File: config.mk
export PLATFORM = sky130hd
export DESIGN_NAME = player_motion_ctrl
export DESIGN_NICKNAME = d
export VERILOG_FILES = /design/src/rtl/overworld_pkg.sv /design/src/rtl/vs_edge_detect.sv /design/src/rtl/player_motion_ctrl.sv
export SDC_FILE = /design/constraint.sdc
export NUM_CORES = 1
export LEC_CHECK = 0
export CAP_MARGIN = 15
export CELL_PAD_IN_SITES_DETAIL_PLACEMENT = 1
export CELL_PAD_IN_SITES_GLOBAL_PLACEMENT = 1
export CORE_MARGIN = 10
export CORE_UTILIZATION = 45
export DETAILED_ROUTE_END_ITERATION = 10
export PLACE_DENSITY_LB_ADDON = 0.2
export SYNTH_ARGS = -nofsm -noshare
export SYNTH_HDL_FRONTEND = slang
export SYNTH_HIERARCHICAL = 1
export SYNTH_SLANG_ARGS = --single-unit
export TNS_END_PERCENT = 1
File: constraint.sdc
create_clock -name Clk -period 10.4 [get_ports Clk]
set_input_delay 2.6 -clock Clk [delete_from_list [all_inputs] [get_ports Clk]]
set_output_delay 2.6 -clock Clk [all_outputs]
set_load 0.01 [all_outputs]
File: src/rtl/overworld_pkg.sv
// Shared overworld types: facing direction, movement FSM states and keyboard
// keycodes. Used by the motion controller and the colour mapper's animation FSM.
package overworld_pkg;

    typedef enum logic [1:0] {
        DIR_UP    = 2'd0,
        DIR_RIGHT = 2'd1,
        DIR_DOWN  = 2'd2,
        DIR_LEFT  = 2'd3
    } Dir_t;

    typedef enum logic [1:0] {
        IDLE = 2'd0,
        REQ  = 2'd1,
        WAIT = 2'd2,
        MOVE = 2'd3
    } Motion_State;

    localparam logic [7:0] KEY_W = 8'h1A;
    localparam logic [7:0] KEY_D = 8'h07;
    localparam logic [7:0] KEY_S = 8'h16;
    localparam logic [7:0] KEY_A = 8'h04;

    typedef struct packed {
        logic valid;
        Dir_t dir;
    } key_dir_t;

    // Unrecognised keycodes come back with valid=0; dir is then don't-care.
    function automatic key_dir_t decode_key(input logic [7:0] code);
        key_dir_t r;
        r.valid = 1'b1;
        r.dir   = DIR_DOWN;
        case (code)
            KEY_W:   r.dir = DIR_UP;
            KEY_D:   r.dir = DIR_RIGHT;
            KEY_S:   r.dir = DIR_DOWN;
            KEY_A:   r.dir = DIR_LEFT;
            default: r.valid = 1'b0;
        endcase
        return r;
    endfunction

endpackage

File: src/rtl/vs_edge_detect.sv
// Brings the VGA vertical sync into the clock domain with two flops and emits
// a one-cycle pulse on each rising edge: the frame tick.
module vs_edge_detect (
    input  logic i_clk,
    input  logic i_srst,
    input  logic i_vs,
    output logic o_tick
);

    logic r_sync1;
    logic r_sync2;
    logic r_prev;

    always_ff @(posedge i_clk) begin
        if (i_srst) begin
            r_sync1 <= 1'b0;
            r_sync2 <= 1'b0;
            r_prev  <= 1'b0;
        end else begin
            r_sync1 <= i_vs;
            r_sync2 <= r_sync1;
            r_prev  <= r_sync2;
        end
    end

    assign o_tick = r_sync2 & ~r_prev;

endmodule

File: src/rtl/player_motion_ctrl.sv
// Tile-by-tile player movement: samples the key once per frame, checks the
// target tile in the collision RAM, then scrolls the camera over several frames.
module player_motion_ctrl
    import overworld_pkg::*;
#(
    parameter int TILE_PX     = 16,
    parameter int STEP_PX     = 2,
    parameter int MAP_W_TILES = 40,
    parameter int MAP_H_TILES = 30,
    parameter int START_X     = 20,
    parameter int START_Y     = 15
) (
    input  logic        Clk,
    input  logic        Reset,
    input  logic        VS,
    input  logic [7:0]  keycode,
    input  logic        coll_rd_data,
    output logic        coll_rd_en,
    output logic [12:0] coll_addr,
    output logic        Character_Moving,
    output logic [1:0]  Direction,
    output logic [10:0] topleftX,
    output logic [10:0] topleftY,
    output logic [6:0]  tile_x,
    output logic [6:0]  tile_y
);

    localparam int STEPS  = TILE_PX / STEP_PX;
    localparam int STEP_W = $clog2(STEPS + 1);

    localparam logic signed [7:0] MAP_W_S = 8'(MAP_W_TILES);
    localparam logic signed [7:0] MAP_H_S = 8'(MAP_H_TILES);
    localparam logic [STEP_W-1:0] LAST_STEP = STEP_W'(STEPS - 1);
    localparam logic [10:0]       STEP_D    = 11'(STEP_PX);

    logic w_tick;

    vs_edge_detect u_vs_edge (
        .i_clk  (Clk),
        .i_srst (Reset),
        .i_vs   (VS),
        .o_tick (w_tick)
    );

    Motion_State       r_state, r_state_next;
    Dir_t              r_dir, r_dir_next;
    logic [6:0]        r_tile_x, r_tile_x_next;
    logic [6:0]        r_tile_y, r_tile_y_next;
    logic [6:0]        r_tgt_x, r_tgt_x_next;
    logic [6:0]        r_tgt_y, r_tgt_y_next;
    logic [10:0]       r_top_x, r_top_x_next;
    logic [10:0]       r_top_y, r_top_y_next;
    logic [STEP_W-1:0] r_step, r_step_next;
    logic              r_moving, r_moving_next;
    logic              r_rd_en, r_rd_en_next;
    logic [12:0]       r_addr, r_addr_next;

    key_dir_t          w_key;
    logic signed [7:0] w_cur_x;
    logic signed [7:0] w_cur_y;
    logic signed [7:0] w_nx;
    logic signed [7:0] w_ny;
    logic              w_on_map;
    logic [12:0]       w_tgt_addr;
    logic              w_last_step;

    // Candidate target for the key being pressed right now, signed so that
    // stepping off row/column 0 shows up as a negative coordinate.
    always_comb begin
        w_key   = decode_key(keycode);
        w_cur_x = $signed({1'b0, r_tile_x});
        w_cur_y = $signed({1'b0, r_tile_y});
        w_nx    = w_cur_x;
        w_ny    = w_cur_y;
        case (w_key.dir)
            DIR_UP:    w_ny = w_cur_y - 8'sd1;
            DIR_RIGHT: w_nx = w_cur_x + 8'sd1;
            DIR_DOWN:  w_ny = w_cur_y + 8'sd1;
            default:   w_nx = w_cur_x - 8'sd1;
        endcase
    end

    assign w_on_map   = (w_nx >= 8'sd0) && (w_nx < MAP_W_S) &&
                        (w_ny >= 8'sd0) && (w_ny < MAP_H_S);
    assign w_tgt_addr = 13'(w_ny[6:0]) * 13'(MAP_W_TILES) + 13'(w_nx[6:0]);
    assign w_last_step = (r_step == LAST_STEP);

    always_comb begin
        r_state_next  = r_state;
        r_dir_next    = r_dir;
        r_tile_x_next = r_tile_x;
        r_tile_y_next = r_tile_y;
        r_tgt_x_next  = r_tgt_x;
        r_tgt_y_next  = r_tgt_y;
        r_top_x_next  = r_top_x;
        r_top_y_next  = r_top_y;
        r_step_next   = r_step;
        r_moving_next = r_moving;
        r_rd_en_next  = 1'b0;
        r_addr_next   = r_addr;

        case (r_state)
            IDLE: begin
                // The player turns to face the key even if the move is refused.
                if (w_tick && w_key.valid) begin
                    r_dir_next = w_key.dir;
                    if (w_on_map) begin
                        r_tgt_x_next = w_nx[6:0];
                        r_tgt_y_next = w_ny[6:0];
                        r_addr_next  = w_tgt_addr;
                        r_rd_en_next = 1'b1;
                        r_state_next = REQ;
                    end
                end
            end
            REQ: begin
                r_state_next = WAIT;
            end
            WAIT: begin
                if (coll_rd_data) begin
                    r_state_next = IDLE;
                end else begin
                    r_moving_next = 1'b1;
                    r_step_next   = '0;
                    r_state_next  = MOVE;
                end
            end
            MOVE: begin
                if (w_tick) begin
                    r_step_next = r_step + STEP_W'(1);
                    case (r_dir)
                        DIR_UP:    r_top_y_next = r_top_y - STEP_D;
                        DIR_RIGHT: r_top_x_next = r_top_x + STEP_D;
                        DIR_DOWN:  r_top_y_next = r_top_y + STEP_D;
                        default:   r_top_x_next = r_top_x - STEP_D;
                    endcase
                    // Snap the camera to the tile grid so rounding can never drift.
                    if (w_last_step) begin
                        r_tile_x_next = r_tgt_x;
                        r_tile_y_next = r_tgt_y;
                        r_top_x_next  = 11'(r_tgt_x) * 11'(TILE_PX);
                        r_top_y_next  = 11'(r_tgt_y) * 11'(TILE_PX);
                        r_moving_next = 1'b0;
                        r_state_next  = IDLE;
                    end
                end
            end
            default: r_state_next = IDLE;
        endcase
    end

    always_ff @(posedge Clk) begin
        if (Reset) begin
            r_state  <= IDLE;
            r_dir    <= DIR_DOWN;
            r_tile_x <= 7'(START_X);
            r_tile_y <= 7'(START_Y);
            r_tgt_x  <= 7'(START_X);
            r_tgt_y  <= 7'(START_Y);
            r_top_x  <= 11'(START_X * TILE_PX);
            r_top_y  <= 11'(START_Y * TILE_PX);
            r_step   <= '0;
            r_moving <= 1'b0;
            r_rd_en  <= 1'b0;
            r_addr   <= '0;
        end else begin
            r_state  <= r_state_next;
            r_dir    <= r_dir_next;
            r_tile_x <= r_tile_x_next;
            r_tile_y <= r_tile_y_next;
            r_tgt_x  <= r_tgt_x_next;
            r_tgt_y  <= r_tgt_y_next;
            r_top_x  <= r_top_x_next;
            r_top_y  <= r_top_y_next;
            r_step   <= r_step_next;
            r_moving <= r_moving_next;
            r_rd_en  <= r_rd_en_next;
            r_addr   <= r_addr_next;
        end
    end

    // A frame is far longer than the 2-cycle RAM lookup, so a tick here means
    // VS is being driven far faster than any real video timing.
    a_no_tick_in_lookup: assert property (@(posedge Clk) disable iff (Reset)
        !(w_tick && (r_state == REQ || r_state == WAIT)));

    assign coll_rd_en       = r_rd_en;
    assign coll_addr        = r_addr;
    assign Character_Moving = r_moving;
    assign Direction        = r_dir;
    assign topleftX         = r_top_x;
    assign topleftY         = r_top_y;
    assign tile_x           = r_tile_x;
    assign tile_y           = r_tile_y;

endmodule
==> reports/qor.csv <==
metric,value,unit
status,completed,
antenna_found_initial,0,
final.min_clock_period,7.77,ns
die_w,124,um
cts_buffers,9,
synth-edff-count,0,
ctsHoldBuffers,0,
vdd_drop_max,0.0466,mV
ys.flop_type,dfxtp_1,
p_per_area,87.6,nW/um2
arrival,7.98,ns
cts-resized-gates,0,
rows,37,
rsz0062_at_grt,false,
core,10400,um2
async_flop_share,0,%
synthTopCellsByArea,"dfxtp_1 30%, ha_1 11%, nand2_1 6.8%",
endpoint_kind,flip-flop,
drt_iter0_drc,252,
ys_seq_area_share,29.7,%
firstDrtPassIters,4,
postRouteAntennaNets,0,
setup_tns,0,ns
cts_max_level,3,
area_delta_synth_final,17.3,%
critPathKind,in -> reg,
finalClockSkew,0.0110,ns
cp.required,10.61,ns
worstPathCellList,"clkdlybuf4s50_1, xnor2_1, nand3_1, nand2_1, ha_1, a211oi_1, nor2_1, o31ai_2, ha_1, ha_1, a21o_1, a21oi_1, xnor2_1, nor4b_1, xor2_1, mux2i_1, nor2_1",
crit_family,simple AND/OR/NAND/NOR gates,
fin_util,54.6,%
gp_congestion,0.895,
min_period_over_period,74.7,%
grt_max_degree,51,
hold_path_class,reg -> reg,
hold_viol,0,
die_area,15300,um2
synth_fa_ha_area_share,13.6,%
ys_ff_latch,72,
synthXorXnorAreaFrac,5.78,%
dieHeight,124,um
grt_overflow,0,
clock_tree.root_cell,clkbuf_8,
layout_common_cells,"88 x nand2_1, 72 x dfxtp_1, 61 x clkdlybuf4s50_1",
synth_compound_area_share,17.8,%
cpMostUsedCell,ha_1,
yosys-mux-area-fraction,4.98,%
hpwl,10800,um
fillCellCount,1293,
vias,4515,
final_common_cell,nand2_1,
synth_top_family_by_area,simple AND/OR/NAND/NOR gates,
synthSimpleGateAreaFrac,23.0,%
grt_pass1_vias,4736,
grt_first_pass_wirelength,23700,um
clkSlewWorstSetupHoldPaths,0.08,ns
synth_top_cell_area_share,29.7,%
worstPathMaxFanout,16,
final_nets,718,
diodes,0,
whs,0.457,ns
worst_pin_slew,0.952,ns
max_freq,129,MHz
multi_input_area,3170,um2
post_synth.cell_area_avg,7.97,um2
drive_above_1_share,4.25,%
cp_slowest_cell,nand3_1,
cts_num_sinks,72,
seqCellArea,1440,um2
netlist_area,4850,um2
synth-warning-count,6,
critPathBufInv,1,
post-cts-setup-buffers,0,
grt_util_all_layers,18.9,%
clk_path_buf_depth,2,
drv_cap,0,
initial_core_util,46.5,%
cts_tree,built,
drc,0,
vias_per_cell,5.68,
io_pins,65,
setup_viol,0,
slew_headroom,36.3,%
synthCells,608,
ys_types,62,
max_stage_delay,0.54,ns
wire_per_inst,17.9,um
synth_area_leader_cell,dfxtp_1,
leakagePower,2.48,nW
portBuffers,62,
clock_latency,0.35,ns
final-max-slew-violation-count,0,
wl,14200,um
cp-start-kind,input pin,
==> cells by family (layout without fill, tap and decap cells) <==
family / count (synthesis) / in the layout
buffers and inverters: 57 / 107
AO/OA/AOI/OAI: 138 / 138
multiplexers: 24 / 24
adder cells (fa/ha/maj): 49 / 49
XOR/XNOR: 32 / 32
other: 1 / 2
flip-flops: 72 / 72
AND/OR/NAND/NOR: 235 / 235
==> path summary, 6_finish.rpt <==
check                                                   from                           end  slack (ns)  depth (start not counted)
worst min register to register  u_vs_edge/r_sync1$_SDFF_PP0_  u_vs_edge/r_sync2$_SDFF_PP0_        0.46                          1
worst max-delay path                              keycode[1]    coll_addr[10]$_SDFFE_PP0P_        2.63                         17
worst min-delay path            u_vs_edge/r_sync1$_SDFF_PP0_  u_vs_edge/r_sync2$_SDFF_PP0_        0.46                          1
worst max register to register        tile_y[0]$_SDFFE_PP1P_    coll_addr[10]$_SDFFE_PP0P_        6.33                         13
==> synthesized netlist by cell type (all sizes together), types with 3 or more instances <==
master and n:
o31ai 4, nand2 88, a21oi 50, or2 5, dfxtp 72, and3 8
a311oi 5, buf 9, a211oi 5, clkbuf 19, ha 43, nand3 21
a31oi 5, fa 6, a21o 9, mux2i 23, xor2 13, nand4 4
nor2 53, inv 29, nor2b 16, a21boi 3, and3b 5, xnor2 19
o21ai 31, o211ai 9, nor3 19
==> through the flow <==
step	total power [mW]	worst slack (ns)	area, um2	instances
detailed placement	0.308	2.30	5530	782
global route	0.517	2.23	5690	795
global placement	0.307	2.68	5530	782
floorplan	0.299	3.62	4850	609
CTS	0.502	2.67	5690	795
finish	0.498	2.63	5690	795
==> routing by layer <==
layer	vias up	track usage [%]	wire length (um)
li1	2226	-	-
met1	2197	23.6	6510
met5	-	0	0
met4	0	6.91	189
met2	78	32.5	6940
met3	14	2.44	554
==> power breakdown <==
group	internal [mW]	switching, mW
logic	0.0101	0.0154
registers	0.276	0.000281
clock network	0.0955	0.101
total	0.382	0.117
==> registers in the layout, indices dropped and copies added (netlist names), 2 cells and up <==
signal / flops
tile_x: 7
Direction: 2
r_tgt_x: 7
r_step: 4
topleftX: 10
coll_addr: 11
topleftY: 10
tile_y: 7
r_state: 2
r_tgt_y: 7
==> layout make-up <==
| class | instances | share of cell area (%) |
|---|---|---|
| clock inverter | 1 | 0.0880 |
| timing repair buffer | 65 | 11.2 |
| multi-input combinational | 480 | 55.7 |
| clock buffer | 12 | 2.73 |
| inverter | 29 | 1.91 |
| tap | 136 | 2.99 |
| sequential | 72 | 25.3 |
==> worst reg2reg max path: stages (launching register included) <==
cell      delay (ns)
dfxtp_1         0.40
fa_1            0.49
a211oi_1        0.41
nor2_1          0.12
o31ai_2         0.42
ha_1            0.33
ha_1            0.30
a21o_1          0.18
a21oi_1         0.23
xnor2_1         0.22
nor4b_1         0.48
xor2_1          0.14
mux2i_1         0.16
nor2_1          0.06
(Power assumes the default switching activity.)
